## src/rtl/mdio_pkg.sv

```systemverilog
// MDIO master shared types, frame field positions and header checks.
// Build option: define CLAUSE45_EN to also accept Clause 45 (ST=00) frames.
package mdio_pkg;

    typedef enum logic [2:0] {
        IDLE,
        PREAMBLE,
        FRAME,
        TA,
        RDATA
    } state_t;

    localparam logic [1:0] ST_C22       = 2'b01;
    localparam logic [1:0] ST_C45       = 2'b00;
    localparam logic [1:0] OP_C22_WR    = 2'b01;
    localparam logic [1:0] OP_C22_RD    = 2'b10;
    localparam logic [1:0] OP_C45_ADDR  = 2'b00;
    localparam logic [1:0] OP_C45_WR    = 2'b01;
    localparam logic [1:0] OP_C45_RDINC = 2'b10;
    localparam logic [1:0] OP_C45_RD    = 2'b11;

    localparam int ST_LO    = 30;
    localparam int OP_LO    = 28;
    localparam int PHYAD_LO = 23;
    localparam int REGAD_LO = 18;
    localparam int TA_LO    = 16;
    localparam int DATA_LO  = 0;

    localparam int HDR_BITS   = 14;
    localparam int TA_BITS    = 2;
    localparam int DATA_BITS  = 16;
    localparam int FRAME_BITS = 32;

    // Header check: which ST/OP combinations may start a frame.
    function automatic logic frame_valid(input logic [1:0] st,
                                         input logic [1:0] op);
        logic ok;
        ok = 1'b0;
        if (st == ST_C22)
            ok = (op == OP_C22_WR) || (op == OP_C22_RD);
`ifdef CLAUSE45_EN
        else if (st == ST_C45)
            ok = 1'b1;
`endif
        return ok;
    endfunction

    // Both clauses encode the read family with the OP msb set.
    function automatic logic frame_is_read(input logic [1:0] op);
        return op[1];
    endfunction

endpackage

```

## src/rtl/mdio_master_param_if.sv

```systemverilog
// Host-side bundle of the MDIO master: request, frame, serial pins, status.
// The master modport is the controller's view, slave is the host/PHY view.
interface mdio_master_param_if;

    logic        MDIO_START;
    logic [31:0] T_DATA;
    logic        MDIO_IN;
    logic        MDC;
    logic        MDIO_OUT;
    logic        MDIO_OE;
    logic [15:0] RD_DATA;
    logic        DATA_RDY;
    logic        DONE;
    logic        BUSY;
    logic        ERR;

    modport master (
        input  MDIO_START, T_DATA, MDIO_IN,
        output MDC, MDIO_OUT, MDIO_OE, RD_DATA,
        output DATA_RDY, DONE, BUSY, ERR
    );

    modport slave (
        output MDIO_START, T_DATA, MDIO_IN,
        input  MDC, MDIO_OUT, MDIO_OE, RD_DATA,
        input  DATA_RDY, DONE, BUSY, ERR
    );

endinterface

```

## src/rtl/mdio_clk_gen.sv

```systemverilog
// MDC generator: CLK_DIV cycles low then CLK_DIV cycles high while running.
// Strobes flag the CLK cycle whose closing edge makes MDC rise or fall.
module mdio_clk_gen #(
    parameter int CLK_DIV = 2
) (
    input  logic clk,
    input  logic rst_n,
    input  logic run,
    output logic mdc,
    output logic mdc_rise,
    output logic mdc_fall
);

    localparam int CW = (CLK_DIV > 1) ? $clog2(CLK_DIV) : 1;
    localparam logic [CW-1:0] LAST = CW'(CLK_DIV - 1);

    logic [CW-1:0] cnt;
    logic          tick;

    assign tick     = run && (cnt == LAST);
    assign mdc_rise = tick && !mdc;
    assign mdc_fall = tick && mdc;

    // Half-period counter; idles cleared with MDC low.
    always_ff @(posedge clk or negedge rst_n) begin
        if (!rst_n) begin
            cnt <= '0;
            mdc <= 1'b0;
        end else if (!run) begin
            cnt <= '0;
            mdc <= 1'b0;
        end else if (tick) begin
            cnt <= '0;
            mdc <= ~mdc;
        end else begin
            cnt <= cnt + 1'b1;
        end
    end

endmodule

```

## src/rtl/mdio_master_param.sv

```systemverilog
// MDIO management master with configurable MDC divider and preamble length.
// Build option: define CLAUSE45_EN to accept Clause 45 (ST=00) frames.
module mdio_master_param
    import mdio_pkg::*;
#(
    parameter int CLK_DIV      = 2,
    parameter int PREAMBLE_LEN = 32
) (
    input  logic CLK,
    input  logic RESET,
    mdio_master_param_if.master bus
);

    localparam logic [4:0] PRE_LAST   = 5'(PREAMBLE_LEN - 1);
    localparam logic [4:0] HDR_LAST   = 5'(HDR_BITS - 1);
    localparam logic [4:0] TA_LAST    = 5'(TA_BITS - 1);
    localparam logic [4:0] DATA_LAST  = 5'(DATA_BITS - 1);
    localparam logic [4:0] FRAME_LAST = 5'(FRAME_BITS - 1);
    localparam state_t     FIRST      = (PREAMBLE_LEN > 0) ? PREAMBLE
                                                           : FRAME;

    state_t      state;
    state_t      state_nxt;
    logic [4:0]  bit_cnt;
    logic [4:0]  cnt_nxt;
    logic [31:0] frame;
    logic [31:0] frame_src;
    logic        rd_q;
    logic        start_q;
    logic        start_edge;
    logic        hdr_valid;
    logic        accept;
    logic        reject;
    logic [15:0] sh_in;
    logic        out_nxt;
    logic        oe_nxt;
    logic        upd;
    logic        run;
    logic        mdc;
    logic        mdc_rise;
    logic        mdc_fall;

    logic        mdio_out;
    logic        mdio_oe;
    logic [15:0] rd_data;
    logic        data_rdy;
    logic        done;
    logic        busy;
    logic        err;

    assign run        = (state != IDLE);
    assign start_edge = bus.MDIO_START && !start_q;
    assign hdr_valid  = frame_valid(bus.T_DATA[ST_LO +: 2],
                                    bus.T_DATA[OP_LO +: 2]);
    assign accept     = (state == IDLE) && start_edge && hdr_valid;
    assign reject     = (state == IDLE) && start_edge && !hdr_valid;
    assign frame_src  = accept ? bus.T_DATA : frame;
    assign upd        = accept || mdc_fall;

    mdio_clk_gen #(
        .CLK_DIV (CLK_DIV)
    ) u_clk_gen (
        .clk      (CLK),
        .rst_n    (RESET),
        .run      (run),
        .mdc      (mdc),
        .mdc_rise (mdc_rise),
        .mdc_fall (mdc_fall)
    );

    // State and per-phase bit counter registers.
    always_ff @(posedge CLK or negedge RESET) begin
        if (!RESET) begin
            state   <= IDLE;
            bit_cnt <= '0;
        end else begin
            state   <= state_nxt;
            bit_cnt <= cnt_nxt;
        end
    end

    // Phase sequencing; every phase advances only on an MDC fall.
    always_comb begin
        state_nxt = state;
        unique case (state)
            IDLE: begin
                if (accept)
                    state_nxt = FIRST;
            end
            PREAMBLE: begin
                if (mdc_fall && bit_cnt == PRE_LAST)
                    state_nxt = FRAME;
            end
            FRAME: begin
                if (mdc_fall) begin
                    if (rd_q && bit_cnt == HDR_LAST)
                        state_nxt = TA;
                    else if (!rd_q && bit_cnt == FRAME_LAST)
                        state_nxt = IDLE;
                end
            end
            TA: begin
                if (mdc_fall && bit_cnt == TA_LAST)
                    state_nxt = RDATA;
            end
            RDATA: begin
                if (mdc_fall && bit_cnt == DATA_LAST)
                    state_nxt = IDLE;
            end
            default: state_nxt = IDLE;
        endcase
    end

    // Bit about to be presented: counter and line value for the next bit.
    always_comb begin
        cnt_nxt = bit_cnt;
        out_nxt = 1'b0;
        oe_nxt  = 1'b0;
        if (state_nxt != state)
            cnt_nxt = '0;
        else if (mdc_fall)
            cnt_nxt = bit_cnt + 1'b1;
        unique case (state_nxt)
            PREAMBLE: begin
                out_nxt = 1'b1;
                oe_nxt  = 1'b1;
            end
            FRAME: begin
                out_nxt = frame_src[FRAME_LAST - cnt_nxt];
                oe_nxt  = 1'b1;
            end
            default: begin
                out_nxt = 1'b0;
                oe_nxt  = 1'b0;
            end
        endcase
    end

    // Frame latch, line drivers, read capture and status pulses.
    always_ff @(posedge CLK or negedge RESET) begin
        if (!RESET) begin
            start_q  <= 1'b0;
            frame    <= '0;
            rd_q     <= 1'b0;
            sh_in    <= '0;
            mdio_out <= 1'b0;
            mdio_oe  <= 1'b0;
            rd_data  <= '0;
            data_rdy <= 1'b0;
            done     <= 1'b0;
            busy     <= 1'b0;
            err      <= 1'b0;
        end else begin
            start_q  <= bus.MDIO_START;
            err      <= reject;
            done     <= 1'b0;
            data_rdy <= 1'b0;
            if (upd) begin
                mdio_out <= out_nxt;
                mdio_oe  <= oe_nxt;
            end
            if (accept) begin
                frame <= bus.T_DATA;
                rd_q  <= frame_is_read(bus.T_DATA[OP_LO +: 2]);
                busy  <= 1'b1;
            end
            if (state == RDATA && mdc_rise)
                sh_in <= {sh_in[14:0], bus.MDIO_IN};
            if (run && state_nxt == IDLE) begin
                busy <= 1'b0;
                done <= 1'b1;
                if (rd_q) begin
                    rd_data  <= sh_in;
                    data_rdy <= 1'b1;
                end
            end
        end
    end

    assign bus.MDC      = mdc;
    assign bus.MDIO_OUT = mdio_out;
    assign bus.MDIO_OE  = mdio_oe;
    assign bus.RD_DATA  = rd_data;
    assign bus.DATA_RDY = data_rdy;
    assign bus.DONE     = done;
    assign bus.BUSY     = busy;
    assign bus.ERR      = err;

endmodule
```

## src/flat_wrapper.sv

```systemverilog
// flat-port wrapper written by rule: the top's interface ports become plain ports
module mdio_master_param_flat import mdio_pkg::*;
#(
    parameter int CLK_DIV      = 2,
    parameter int PREAMBLE_LEN = 32
)
  (CLK, RESET, bus_MDIO_START, bus_T_DATA, bus_MDIO_IN, bus_MDC, bus_MDIO_OUT, bus_MDIO_OE, bus_RD_DATA, bus_DATA_RDY, bus_DONE, bus_BUSY, bus_ERR);
  mdio_master_param_if bus_i ();
  input  logic CLK;
  input  logic RESET;
  input wire logic [$bits(bus_i.MDIO_START)-1:0] bus_MDIO_START;
  input wire logic [$bits(bus_i.T_DATA)-1:0] bus_T_DATA;
  input wire logic [$bits(bus_i.MDIO_IN)-1:0] bus_MDIO_IN;
  output wire logic [$bits(bus_i.MDC)-1:0] bus_MDC;
  output wire logic [$bits(bus_i.MDIO_OUT)-1:0] bus_MDIO_OUT;
  output wire logic [$bits(bus_i.MDIO_OE)-1:0] bus_MDIO_OE;
  output wire logic [$bits(bus_i.RD_DATA)-1:0] bus_RD_DATA;
  output wire logic [$bits(bus_i.DATA_RDY)-1:0] bus_DATA_RDY;
  output wire logic [$bits(bus_i.DONE)-1:0] bus_DONE;
  output wire logic [$bits(bus_i.BUSY)-1:0] bus_BUSY;
  output wire logic [$bits(bus_i.ERR)-1:0] bus_ERR;
  assign bus_i.MDIO_START = bus_MDIO_START;
  assign bus_i.T_DATA = bus_T_DATA;
  assign bus_i.MDIO_IN = bus_MDIO_IN;
  assign bus_MDC = bus_i.MDC;
  assign bus_MDIO_OUT = bus_i.MDIO_OUT;
  assign bus_MDIO_OE = bus_i.MDIO_OE;
  assign bus_RD_DATA = bus_i.RD_DATA;
  assign bus_DATA_RDY = bus_i.DATA_RDY;
  assign bus_DONE = bus_i.DONE;
  assign bus_BUSY = bus_i.BUSY;
  assign bus_ERR = bus_i.ERR;
  mdio_master_param #(.CLK_DIV(CLK_DIV), .PREAMBLE_LEN(PREAMBLE_LEN)) u_core (.CLK(CLK), .RESET(RESET), .bus(bus_i));
endmodule
```

## config.mk

```make
export PLATFORM = sky130hd
export DESIGN_NAME = mdio_master_param_flat
export DESIGN_NICKNAME = d
export VERILOG_FILES = /design/src/rtl/mdio_pkg.sv /design/src/rtl/mdio_master_param_if.sv /design/src/rtl/mdio_clk_gen.sv /design/src/rtl/mdio_master_param.sv /design/src/flat_wrapper.sv
export SDC_FILE = /design/constraint.sdc
export NUM_CORES = 1
export LEC_CHECK = 0
export BUFFER_PORTS_ARGS = -buffer_cell sky130_fd_sc_hd__buf_2
export CORE_ASPECT_RATIO = 1.1
export CORE_MARGIN = 8
export CORE_UTILIZATION = 28
export CTS_BUF_LIST = sky130_fd_sc_hd__clkbuf_4
export CTS_CLUSTER_SIZE = 12
export DETAILED_ROUTE_END_ITERATION = 6
export MAX_ROUTING_LAYER = met4
export PLACE_DENSITY = 0.55
export SETUP_SLACK_MARGIN = 0.15
export SLEW_MARGIN = 10
export SYNTH_ARGS = -nofsm -noshare
export SYNTH_HDL_FRONTEND = slang
export SYNTH_HIERARCHICAL = 1
export SYNTH_SLANG_ARGS = --single-unit
```

## constraint.sdc

```tcl
create_clock -name CLK -period 3.4 [get_ports CLK]
set_input_delay 0.34 -clock CLK [delete_from_list [all_inputs] [get_ports CLK]]
set_output_delay 0.34 -clock CLK [all_outputs]
set_load 0.02 [all_outputs]
```

=== Yosys cells after proc, flatten, opt, wreduce, memory -nomap -nowiden ===
Cells that the tools add are included.

* Add/subtract/negate cells: 3
* $lt $le $gt $ge: 1
* Eq/ne operators: 15
* Muxes and demuxes: 25
* Bitwise gates (word level): 1
* Reductions and logical operators: 26

{| class="wikitable"
|+ Operators with widths
! kind !! count
|-
| 2-to-1 mux 32 bit || 1
|-
| 2-to-1 mux 3 bit || 7
|-
| case mux 3 bit (5 select lines) || 1
|-
| logical AND 1 bit || 14
|-
| 2-to-1 mux 1 bit || 12
|-
| equality test 5 x 4 -> 1 bit, second input constant || 2
|-
| 2-to-1 mux 5 bit || 2
|-
| equality test 3 x 2 -> 1 bit, second input constant || 3
|-
| equality test 3 x 1 -> 1 bit, second input constant || 2
|-
| zero test 3 bit || 2
|-
| < comparator 5 x 6 -> 1 bit, second input constant || 1
|-
| adder 5 x 1 -> 5 bit, second input constant || 1
|-
| binary-select mux 1 bit (select 5 bit) || 1
|-
| equality test 5 x 1 -> 1 bit, second input constant || 1
|-
| equality test 5 bit, second input constant || 1
|-
| subtractor 5 bit, first input constant || 1
|-
| equality test 2 x 1 -> 1 bit, second input constant || 2
|-
| zero test 1 bit || 4
|-
| equality test 3 bit, second input constant || 1
|-
| != test 3 bit || 1
|-
| nonzero test 3 bit || 1
|-
| equality test 2 bit, second input constant || 1
|-
| logical OR 1 bit || 2
|-
| != test 2 bit, second input constant || 1
|-
| other kinds (6) || 6
|}

* Bits in registers: 82
* Input bits: 36
* Output and inout port bits: 23

=== Longest topological paths before layout ===
* Depth after elaboration: 12
* Depth in mapped cells: 12
* Gate-level depth less buffers: 11

=== Modules after synthesis ===
The synthesis kept the hierarchy.

{| class="wikitable"
|+ By module, submodules not included
! module !! times used !! cells an instance !! area an instance (µm²) !! sequential area each (µm²)
|-
| mdio_master_param || 1 || 291 || 3,743.6 || 2,001.9
|-
| mdio_clk_gen || 1 || 8 || 88.8 || 50.0
|}

=== Worst setup path before layout ===
Ideal clock, no wire load.

* Path type: flip-flop to flip-flop
* Start: register u_core.state[0]
* End: register u_core.mdio_out, in the netlist u_core/bus.MDIO_OUT
* Arrival: 2,992 ps
* Required time: 3,276 ps
* Setup slack: 284 ps
* Cell stages (with the launch flop): 11
* Path buffers: 1
* Period minus slack after synthesis: 3,116 ps
* Cells stage by stage: dfrtp_1 -> or3_4 -> and3_2 -> clkbuf_1 -> xnor2_1 -> mux4_2 -> a22oi_1 -> o211ai_1 -> nand3b_1 -> nand4_1 -> o31a_1

* Longest elaborated chain between the ends: 12

{| class="wikitable"
|+ RTL lines
! what !! line !! RTL
|-
| start, declared || mdio_master_param.sv:22 || <nowiki>state_t state;</nowiki>
|-
| start signal, assigned || mdio_master_param.sv:77 || <nowiki>state <= state_nxt;</nowiki>
|-
| nonzero test 3 bit * || mdio_master_param.sv:51 || <nowiki>assign run = (state != IDLE);</nowiki>
|-
| via u_core.run || mdio_master_param.sv:38 || <nowiki>logic run;</nowiki>
|-
| logical AND 1 bit * || mdio_clk_gen.sv:20 || <nowiki>assign tick = run && (cnt == LAST);</nowiki>
|-
| logical AND 1 bit * || mdio_clk_gen.sv:22 || <nowiki>assign mdc_fall = tick && mdc;</nowiki>
|-
| via u_core.mdc_fall || mdio_master_param.sv:41 || <nowiki>logic mdc_fall;</nowiki>
|-
| logical AND 1 bit, on equally long branches || mdio_master_param.sv:107, mdio_master_param.sv:91, mdio_master_param.sv:103 ||
|-
| 2-to-1 mux 3 bit, on equally long branches || mdio_master_param.sv:107, mdio_master_param.sv:91, mdio_master_param.sv:103 ||
|-
| case mux 3 bit (5 select lines) || mdio_master_param.sv:85 || <nowiki>unique case (state)</nowiki>
|-
| != test 3 bit || mdio_master_param.sv:119 || <nowiki>if (state_nxt != state)</nowiki>
|-
| 2-to-1 mux 5 bit || mdio_master_param.sv:119 ||
|-
| subtractor 5 bit || mdio_master_param.sv:129 || <nowiki>out_nxt = frame_src[FRAME_LAST - cnt_nxt];</nowiki>
|-
| binary-select mux 1 bit (select 5 bit) || mdio_master_param.sv:129 ||
|-
| 2-to-1 mux 1 bit (not written as such) || mdio_master_param.sv:129 ||
|-
| case mux 1 bit (2 select lines) || mdio_master_param.sv:123 || <nowiki>unique case (state_nxt)</nowiki>
|-
| end signal, assigned || mdio_master_param.sv:159 || <nowiki>mdio_out <= out_nxt;</nowiki>
|-
| end, declared || mdio_master_param.sv:43 || <nowiki>logic mdio_out;</nowiki>
|}

Mark *: on every way through the listed nets, which the timed path passes. The rest lies on a longest branch. The select of a mux whose other input is x is not followed.
A chain may end at the register's enable or synchronous reset.

=== Worst setup path after layout ===
* Start: register u_core.state[1]
* End: register u_core.mdio_out, in the netlist u_core/bus.MDIO_OUT

* Longest elaborated chain between the ends: 12

{| class="wikitable"
|+ RTL lines
! what !! line !! RTL
|-
| nonzero test 3 bit * || mdio_master_param.sv:51 ||
|-
| via u_core.run || mdio_master_param.sv:38 ||
|-
| logical AND 1 bit * || mdio_clk_gen.sv:20 ||
|-
| logical AND 1 bit * || mdio_clk_gen.sv:22 ||
|-
| via u_core.mdc_fall || mdio_master_param.sv:41 ||
|-
| logical AND 1 bit, on equally long branches || mdio_master_param.sv:107, mdio_master_param.sv:91, mdio_master_param.sv:103 ||
|-
| 2-to-1 mux 3 bit, on equally long branches || mdio_master_param.sv:107, mdio_master_param.sv:91, mdio_master_param.sv:103 ||
|-
| case mux 3 bit (5 select lines) * || mdio_master_param.sv:85 ||
|-
| via u_core.state_nxt[0] || mdio_master_param.sv:23 || <nowiki>state_t state_nxt;</nowiki>
|-
| != test 3 bit || mdio_master_param.sv:119 ||
|-
| 2-to-1 mux 5 bit || mdio_master_param.sv:119 ||
|-
| subtractor 5 bit || mdio_master_param.sv:129 ||
|-
| binary-select mux 1 bit (select 5 bit) || mdio_master_param.sv:129 ||
|-
| 2-to-1 mux 1 bit (not written as such) || mdio_master_param.sv:129 ||
|-
| case mux 1 bit (2 select lines) * || mdio_master_param.sv:123 ||
|}

Marks and branches as above.

==> out/metrics.csv <==
metric,value,unit
hpwl,6176,microns
dieArea,0.01769,sq mm
fin_hold_ws,0.05473,ns
cts.sinks,82,
antenna_found_initial,1,
synthArstFlopShare,1.000,
switching_share,0.2548,
crit_type,register to register,
gp_congestion,0.8393,
drcViolationCount,0,
core,0.01357,sq mm
yosysUniqueCellTypes,54,
grt-ovfl-total,0,
yosysMostFrequentCell,dfrtp_1,
routed_via_density,4.671,
synthFlopType,dfrtp_1,
dp_cells,544,
yosys-top-cells-count,"dfrtp_1 (82), mux2_2 (63), nand2_1 (20)",
critPathLaunchType,register,
irDropWorstVdd,0.1340,mV
slew_viol_final,0,
cts-root-buf,clkbuf_4,
drive_above_1_share,0.4543,
syn_inst,299,
ant_nets,0,
hold_viol_final,0,
yosysTopAreaCellShare,0.5354,
routed_wl,9000,microns
yosysWarnings,6,
required,3.72,ns
wl_per_cell,15.73,microns
n_fill_cell,1353,
grt_start_max_net_pins,83,
rsz0062_at_grt,no,
grt_usage,0.1040,
p_sw,398.8,uW
r2r_cells,11,
power_frac_comb,0.042,
cts_inserted_buffers,9,
drt_iter0_drc,115,
cap_violations,0,
cts_buffer_depth,2,
rows,45,
synth-edff-count,0,
grt_pass1_vias,2787,
synth_seq_cells,82,
syn_area,0.003832,sq mm
ys_seq_area_frac,0.5354,
grt_pass1_wl,14220,microns
die_h,138.7,microns
final-setup-viol-count,0,
hold_class,input pin to async pin,
syn-num-nets,339,
tightest_slew,1.020,ns
fin_cells,572,
fin_skew,0.01737,ns
fin_nets,418,
initial_core_util,0.2824,
synth_area_leaders,"dfrtp_1 (54%), mux2_2 (19%), mux4_1 (2.7%)",
max_freq,328.6,MHz
min_period_over_period,0.8951,
internal_power,1166,uW
setup-tns-final,0,ns
stdcell_area,0.004639,sq mm
cts_tree,done,
worstPathMaxFanout,20,
clkLatencyLatePin,0.44,ns
place_area,0.004408,sq mm
area_growth,21.06,%
numPortBuffers,58,
p_leak,0.002359,uW
num_vias,2672,
seq_power_share,0.630,
postSynthAreaPerCell,12.82,sq um
cp.arrival,3.37,ns
ios,59,
layout_min_cycle_time,3.043,ns
relSlewSlack,0.3203,
die_w,127.5,microns
status,finished clean,
dr.pass1.iters,4,
p_clk_frac,0.328,
yosys.area.top_type,dfrtp_1,
worstSetupEndpointType,register,
ctsHtreeMaxLevel,3,
pwr_density_cell,337.3,mW/mm^2
clk_pin_slew,0.14,ns
-- cell usage in the layout (no fill, tap or decap), drive strengths merged, types with 2 or more instances in the layout --
cell type / netlist / final
inv: 10 / 13
xnor2: 5 / 5
nand2b: 5 / 5
dfrtp: 82 / 82
and2b: 2 / 2
a32oi: 3 / 3
mux4: 7 / 7
mux2i: 4 / 4
or4: 1 / 3
nor3: 3 / 3
clkinv: 0 / 2
o211ai: 3 / 3
nor2: 17 / 17
ha: 4 / 4
nand4: 2 / 2
nand4b: 2 / 2
o32ai: 2 / 2
a22oi: 2 / 2
buf: 6 / 79
and3: 3 / 3
xor2: 2 / 2
clkinvlp: 0 / 2
and2: 3 / 3
a21oi: 6 / 6
nand3b: 2 / 2
o21ai: 10 / 10
clkbuf: 8 / 9
nor2b: 2 / 2
nand2: 20 / 20
mux2: 63 / 63
-- timing repair --
| item | in CTS | in global routing |
|---|---|---|
| endpoints found under the setup margin | 0 | 1 |
| gates resized for setup | 0 | 6 |
| hold buffers | 1 | 0 |
| hold endpoints to repair | 1 | 0 |
| buffers inserted | 0 | 8 |
-- worst max-delay path, stage by stage (launching register included) --
cell	delay [ns]
dfrtp_1	0.41
or3_4	0.43
and3_2	0.21
buf_6	0.17
nand2_1	0.09
or3b_2	0.48
o311ai_2	0.13
o21a_1	0.18
o21ai_0	0.12
a2111oi_2	0.31
nor4_1	0.10
o31a_1	0.30
-- path summary, 6_finish.rpt --
kind                             startpoint                endpoint  slack [ns]
setup reg to reg            u_core/state[1]     u_core/bus.MDIO_OUT        0.36
hold reg to reg            u_core/frame[30]        u_core/frame[30]        0.49
hold / removal                        RESET  u_core/bus.RD_DATA[11]        0.05
setup / recovery            u_core/state[1]     u_core/bus.MDIO_OUT        0.36
min in group CLK                bus_MDIO_IN         u_core/sh_in[0]        0.12
max in group asynchronous             RESET       u_core/bit_cnt[0]        2.64
-- kinds of logic after synthesis --
kind of cell             count (synthesis)  share of synthesized area
AND/OR/NAND/NOR                         71                    0.09892
adder cells (fa/ha/maj)                  4                    0.01306
flip-flops                              82                     0.5354
XOR/XNOR                                 7                    0.01600
buffers and inverters                   24                    0.02612
AO/OA/AOI/OAI                           37                    0.06987
multiplexers                            74                     0.2406
-- stage by stage --
step	util	setup slack, ns	power, uW
floorplan	-	0.2837	1021
global placement	0.3249	0.2676	1068
detailed placement	0.3249	0.1972	1070
CTS	0.3343	0.1527	1596
global route	0.3419	0.1485	1648
finish	0.3419	0.3566	1565
-- registers in the layout, indices dropped and copies added, names as in the netlist, 3 cells and up --
| signal | flops |
|---|---|
| u_core/bit_cnt | 5 |
| u_core/sh_in | 16 |
| u_core/bus.RD_DATA | 16 |
| u_core/frame | 32 |
| u_core/state | 3 |
-- final cells by class --
class	instances	area [sq um]	share of cell area
well taps	188	235.2	0.05070
clock inverters	7	51.30	0.01106
diodes	1	2.502	0.0005394
inverters	10	37.54	0.008091
clock buffers	9	67.56	0.01456
multi-input cells	195	1715	0.3697
flip-flops and latches	82	2053	0.4426
repair buffers	80	476.7	0.1028
-- per-layer routing --
metal,track usage,vias to the layer above,wire [microns]
met5,-,-,0
met4,0.04389,0,206
met3,0.02615,16,319
met2,0.1718,49,4740
met1,0.1173,1354,3734
li1,-,1253,-
-- power groups by stage --
stage	Clock (uW)	Combinational, uW	Sequential (uW)
after detailed placement	0	65.2	1000
after floorplan	0	17.5	1000
after global routing	585	75.1	988
final	513	66.2	986
after global placement	0	63.5	1000
after CTS	543	66.6	986
No activity file was read; power rests on OpenSTA's default activity.
